### src/rtl/alu_iterative.sv
// Execution-stage ALU: single-edge arithmetic/logic ops,
// bit-serial shifts with a busy/done handshake.
module alu_iterative #(
  parameter int DATA_WIDTH  = 32,
  parameter int SHAMT_WIDTH = 5
) (
  input  logic                  clk,
  input  logic                  reset,
  input  logic                  start_i,
  input  logic [3:0]            alu_operation_i,
  input  logic [DATA_WIDTH-1:0] a_i,
  input  logic [DATA_WIDTH-1:0] b_i,
  output logic                  busy_o,
  output logic                  done_o,
  output logic [DATA_WIDTH-1:0] result_o,
  output logic                  zero_o
);

  localparam logic [3:0] OP_ADD  = 4'b0000;
  localparam logic [3:0] OP_SUB  = 4'b0001;
  localparam logic [3:0] OP_AND  = 4'b0010;
  localparam logic [3:0] OP_XOR  = 4'b0011;
  localparam logic [3:0] OP_SLL  = 4'b0100;
  localparam logic [3:0] OP_SRL  = 4'b0101;
  localparam logic [3:0] OP_SRA  = 4'b0110;
  localparam logic [3:0] OP_SLT  = 4'b0111;
  localparam logic [3:0] OP_SLTU = 4'b1000;
  localparam logic [3:0] OP_OR   = 4'b1001;
  localparam logic [3:0] OP_LUI  = 4'b1010;

  localparam logic [SHAMT_WIDTH-1:0] CNT_ONE =
    SHAMT_WIDTH'(1);

  typedef enum logic {
    IDLE,
    SHIFT
  } state_t;

  state_t state;
  state_t state_nx;

  logic [DATA_WIDTH-1:0]  acc;
  logic [DATA_WIDTH-1:0]  acc_nx;
  logic [SHAMT_WIDTH-1:0] cnt;
  logic [SHAMT_WIDTH-1:0] cnt_nx;
  logic [3:0]             op;
  logic [3:0]             op_nx;
  logic [DATA_WIDTH-1:0]  result;
  logic [DATA_WIDTH-1:0]  result_nx;
  logic                   done;
  logic                   done_nx;

  logic [SHAMT_WIDTH-1:0] shamt;
  logic                   is_shift;
  logic                   lt_s;
  logic                   lt_u;
  logic [DATA_WIDTH-1:0]  calc;
  logic [DATA_WIDTH-1:0]  step;

  assign shamt = b_i[SHAMT_WIDTH-1:0];
  assign lt_s  = $signed(a_i) < $signed(b_i);
  assign lt_u  = a_i < b_i;

  assign is_shift = (alu_operation_i == OP_SLL) ||
                    (alu_operation_i == OP_SRL) ||
                    (alu_operation_i == OP_SRA);

  // Shift codes land here only with shamt==0, where the result is a_i.
  always_comb begin
    calc = '0;
    case (alu_operation_i)
      OP_ADD:  calc = a_i + b_i;
      OP_SUB:  calc = a_i - b_i;
      OP_AND:  calc = a_i & b_i;
      OP_XOR:  calc = a_i ^ b_i;
      OP_OR:   calc = a_i | b_i;
      OP_LUI:  calc = b_i;
      OP_SLT:  calc = DATA_WIDTH'(lt_s);
      OP_SLTU: calc = DATA_WIDTH'(lt_u);
      OP_SLL:  calc = a_i;
      OP_SRL:  calc = a_i;
      OP_SRA:  calc = a_i;
      default: calc = '0;
    endcase
  end

  always_comb begin
    step = acc;
    case (op)
      OP_SLL:  step = acc << 1;
      OP_SRL:  step = acc >> 1;
      OP_SRA:  step = {acc[DATA_WIDTH-1],
                       acc[DATA_WIDTH-1:1]};
      default: step = acc;
    endcase
  end

  always_comb begin
    state_nx  = state;
    acc_nx    = acc;
    cnt_nx    = cnt;
    op_nx     = op;
    result_nx = result;
    done_nx   = 1'b0;
    unique case (state)
      IDLE: begin
        if (start_i) begin
          if (is_shift && (shamt != '0)) begin
            op_nx    = alu_operation_i;
            acc_nx   = a_i;
            cnt_nx   = shamt;
            state_nx = SHIFT;
          end else begin
            result_nx = calc;
            done_nx   = 1'b1;
          end
        end
      end
      SHIFT: begin
        acc_nx = step;
        cnt_nx = cnt - CNT_ONE;
        if (cnt == CNT_ONE) begin
          result_nx = step;
          done_nx   = 1'b1;
          state_nx  = IDLE;
        end
      end
    endcase
  end

  always_ff @(posedge clk or negedge reset) begin
    if (!reset) begin
      state  <= IDLE;
      acc    <= '0;
      cnt    <= '0;
      op     <= '0;
      result <= '0;
      done   <= 1'b0;
    end else begin
      state  <= state_nx;
      acc    <= acc_nx;
      cnt    <= cnt_nx;
      op     <= op_nx;
      result <= result_nx;
      done   <= done_nx;
    end
  end

  assign busy_o   = (state == SHIFT);
  assign done_o   = done;
  assign result_o = result;
  assign zero_o   = (result == '0);

endmodule

### config.mk
export PLATFORM = sky130hd
export DESIGN_NAME = alu_iterative
export DESIGN_NICKNAME = d
export VERILOG_FILES = /design/src/rtl/alu_iterative.sv
export SDC_FILE = /design/constraint.sdc
export NUM_CORES = 1
export LEC_CHECK = 0
export BUFFER_PORTS_ARGS = -buffer_cell sky130_fd_sc_hd__buf_2
export CORE_MARGIN = 10
export CORE_UTILIZATION = 30
export DETAILED_ROUTE_END_ITERATION = 7
export PLACE_DENSITY = 0.43
export SLEW_MARGIN = 20
export SYNTH_ARGS = -nofsm -noshare
export SYNTH_HDL_FRONTEND = slang
export SYNTH_SLANG_ARGS = --single-unit
### constraint.sdc
create_clock -name clk -period 3.46 [get_ports clk]
set_clock_uncertainty 0.2 [all_clocks]
set_input_delay 0.519 -clock clk [delete_from_list [all_inputs] [get_ports clk]]
set_output_delay 0.519 -clock clk [all_outputs]
set_load 0.03 [all_outputs]
==> flow_metrics.tcl <==
set metrics [dict create \
    final_antenna_net_count 0 \
    overflow 0 \
    worstSkewPairLatency_ps 340 \
    vdd_drop_max_uv 299 \
    p_leak_nw 5.73 \
    fillers 3267 \
    maxSlewHeadroom 0.440 \
    vias_per_cell 5.64 \
    wl_per_cell_um 22.4 \
    timing.rr.start "cnt[1]$_DFFE_PN0P_" \
    crit_fanout 3 \
    critical_path.slowest_cell "fa_1" \
    crit_cells 12 \
    yosys.area.top_type_share 0.199 \
    worstPathBufferInverterCount 1 \
    setup_viol 0 \
    cts.sink_count 75 \
    port_buffers 105 \
    dr.pass1.iters 6 \
    worst-r2r-setup-slack_ps 540 \
    reg2reg_depth 12 \
    drt_iter0_drc 1090 \
    syn_inst 1281 \
    syn_nets 1452 \
    crit_end "result_o[26]$_DFFE_PN0P_" \
    root_buffer "clkbuf_16" \
    antenna_found_initial 1 \
    max_clock_freq_mhz 300 \
    grt_max_degree 75 \
    ioPinCount 106 \
    synth_seq_area_share 0.199 \
    synth_edf_count 0 \
    finalHoldViolCount 0 \
    synth-seq-cells 75 \
    fin_crit_ps 3330 \
    cp.required_ps 3460 \
    path_clk_slew_ps 60 \
    cts_buffers 9 \
    dp_hpwl_um 35300 \
    synth_ff_type "dfrtp_1" \
    die_area_sq_um 39000 \
    hold_path_class "in -> async" \
    grt_pass1_wl_um 65600 \
    drc 0 \
    slowest_delay_ps 420 \
    placedCellCount 1913 \
    fp.dieH_um 197 \
    status "completed" \
    cp-end-kind "flip-flop" \
    synth.distinct_cells 86 \
    worst_pin_slew_ps 840 \
    place.gp.congestion 0.952 \
    powerDensity_nw_per_um2 512 \
    routed-via-count 10900 \
    critPathArrivalTime_ps 3330 \
    synth.area.top_cells "dfrtp_1 20%, ha_1 13%, a21oi_1 6.9%, nor2_1 4.9%, o21ai_0 4.8%" \
    num_rows 64 \
    grt_pass1_vias 10500 \
    die_w_um 197 \
    report.final.slew_viol_count 0 \
    r2r-end "result_o[28]$_DFFE_PN0P_" \
    timing.final.crit_share 0.963 \
    async_flop_share 1.00 \
    startpoint_type "input pin" \
    hold_ws_ps 69.1 \
    coreArea_sq_um 30800 \
    cp_top_family "compound AO/OA/AOI/OAI gates" \
    cts_tree "yes" \
    initial_core_util 0.306 \
    syn2layout_area_growth_pct 29.9 \
    nets 1701 \
    totalPowerFinal_mw 6.27 \
    drive_gt1_frac 0.252 \
    fin_util 0.398 \
    yosysWarnings 0 \
    fin_cells 1931 \
    cts_hold_buffers 0 \
    netlist_area_sq_um 9440 \
    crit_start "a_i[0]" \
    clk_path_buf_depth 2 \
    path_cells "buf_2 -> ha_1 -> fa_1 -> a211oi_2 -> o21ai_1 -> o2111ai_2 -> a21oi_1 -> a31o_2 -> a41o_1 -> a221o_1 -> a21oi_2 -> o221ai_1" \
    drt-total-wl_um 43200 \
    n_antenna_cell 0 \
    yosysTopAreaCell "dfrtp_1" \
    h-tree-depth 3 \
    grtUsageTotal 0.216 \
    timing.max_cap.violations 0 \
    worstSetupPathType "in -> reg" \
    syn_avg_cell_area_sq_um 7.37 \
]
registers in the layout, summed over array words and instances (netlist names):
| name | count |
|---|---|
| done_o | 1 |
| result_o | 32 |
| cnt | 5 |
| acc | 32 |
| op | 4 |
| busy_o | 1 |
cells by family (layout without fill, tap and decap cells):
| logic type | count (synthesis) | after routing | synth area share |
|---|---|---|---|
| DFF | 75 | 75 | 0.199 |
| xor gates and xnor gates | 21 | 21 | 0.0195 |
| AOI/OAI and AO/OA | 505 | 505 | 0.365 |
| buffers and inverters | 193 | 447 | 0.0796 |
| and+or+nand+nor | 375 | 375 | 0.190 |
| adders and majority gates | 100 | 100 | 0.134 |
| muxes | 12 | 12 | 0.0134 |
final cells by class:
| class | instances | area, sq um | share of cell area |
|---|---|---|---|
| Sequential cell | 75 | 1880 | 0.153 |
| Tap cell | 396 | 495 | 0.0404 |
| Inverter | 100 | 375 | 0.0306 |
| Timing Repair Buffer | 331 | 2250 | 0.183 |
| Multi-Input combinational cell | 1013 | 6930 | 0.565 |
| Clock buffer | 9 | 225 | 0.0184 |
| Clock inverter | 7 | 116 | 0.00949 |
placed cells by master, fill, tap and decap left out, drive strengths merged, types with 11 or more instances in the layout:
master and n:
buf 331, nor2 123, a211oi 19, nor2b 15
o211ai 24, dfrtp 75, o21a 12, ha 98
nand2b 33, nor3 23, a221oi 11, nand3 11
o221ai 15, o21bai 17, xnor2 14, a221o 12
inv 99, nand2 101, o21ai 98, a21o 19
a31oi 20, a21oi 131, nor4 16, nand4 11
a222oi 27, a22oi 27
where the power goes:
group / total [mW] / leakage, nW / switching, mW / internal, mW
registers: 1.61 / 0.960 / 0.394 / 1.22
clock network: 1.09 / 0.165 / 0.388 / 0.703
logic: 3.57 / 4.60 / 2.23 / 1.34
worst min path at each step:
stage                       from                  to  slack (ps)  cells after the start
2_1_floorplan              reset  acc[0]$_DFFE_PN0P_          20                      0
3_3_place_gp   op[2]$_DFFE_PN0P_   op[2]$_DFFE_PN0P_         280                      1
3_5_place_dp   op[2]$_DFFE_PN0P_   op[2]$_DFFE_PN0P_         270                      1
4_1_cts                    reset  cnt[4]$_DFFE_PN0P_         110                      1
5_1_grt                    reset  cnt[4]$_DFFE_PN0P_         130                      1
6_report                   reset  cnt[2]$_DFFE_PN0P_          70                      1
through the flow:
step / TNS (ps) / area (sq um) / setup slack, ps
4_1_cts: 0 / 12200 / 39.1
3_5_place_dp: -3350 / 11800 / -372
5_1_grt: -29.9 / 12300 / -16.8
6_report: 0 / 12300 / 129
3_3_place_gp: -3130 / 11800 / -353
2_1_floorplan: 0 / 9440 / 166
what timing repair did:
item                                    4_1_cts  5_1_grt
buffers inserted                              0        2
resized for setup                             2       13
gates cloned                                  0        0
pin swaps                                     0        5
endpoints found under the setup margin        2       14
hold endpoints to repair                      0        0
cell usage after synthesis, types with 8 or more instances:
cell type,number
o22ai_1,8
a211oi_1,19
ha_1,98
a221oi_1,10
o21a_1,12
o2111ai_1,8
o21ai_1,8
and2_1,9
o221ai_1,15
a31oi_1,20
nand4_1,11
nand2_1,101
a222oi_1,27
buf_2,13
o211ai_1,23
o21bai_1,17
nor2_1,123
nand3_1,11
nor4_1,16
dfrtp_1,75
a22oi_1,27
o21ai_0,90
nand2b_1,33
clkbuf_1,71
nor2b_1,15
nor3_1,23
a21o_1,19
a21oi_1,131
a221o_1,12
and3_1,8
xnor2_1,14
inv_1,98
worst reg2reg max path, cell delays in order (launching register included):
cell and delay, ps:
dfrtp_1 400, inv_1 90, ha_1 130, nor4b_1 400, nand2_1 120, o21a_1 280
a2111oi_1 390, o311ai_1 170, a21oi_1 190, o31ai_2 100, buf_4 140, o2bb2ai_1 120
a21oi_1 80
per-layer routing:
metal  global-route usage  wire [um]
met1                0.318      21600
met2                0.330      18900
met3               0.0227       2220
met4               0.0439        557
met5                    0         13
Power figures use the tool's default switching activity.
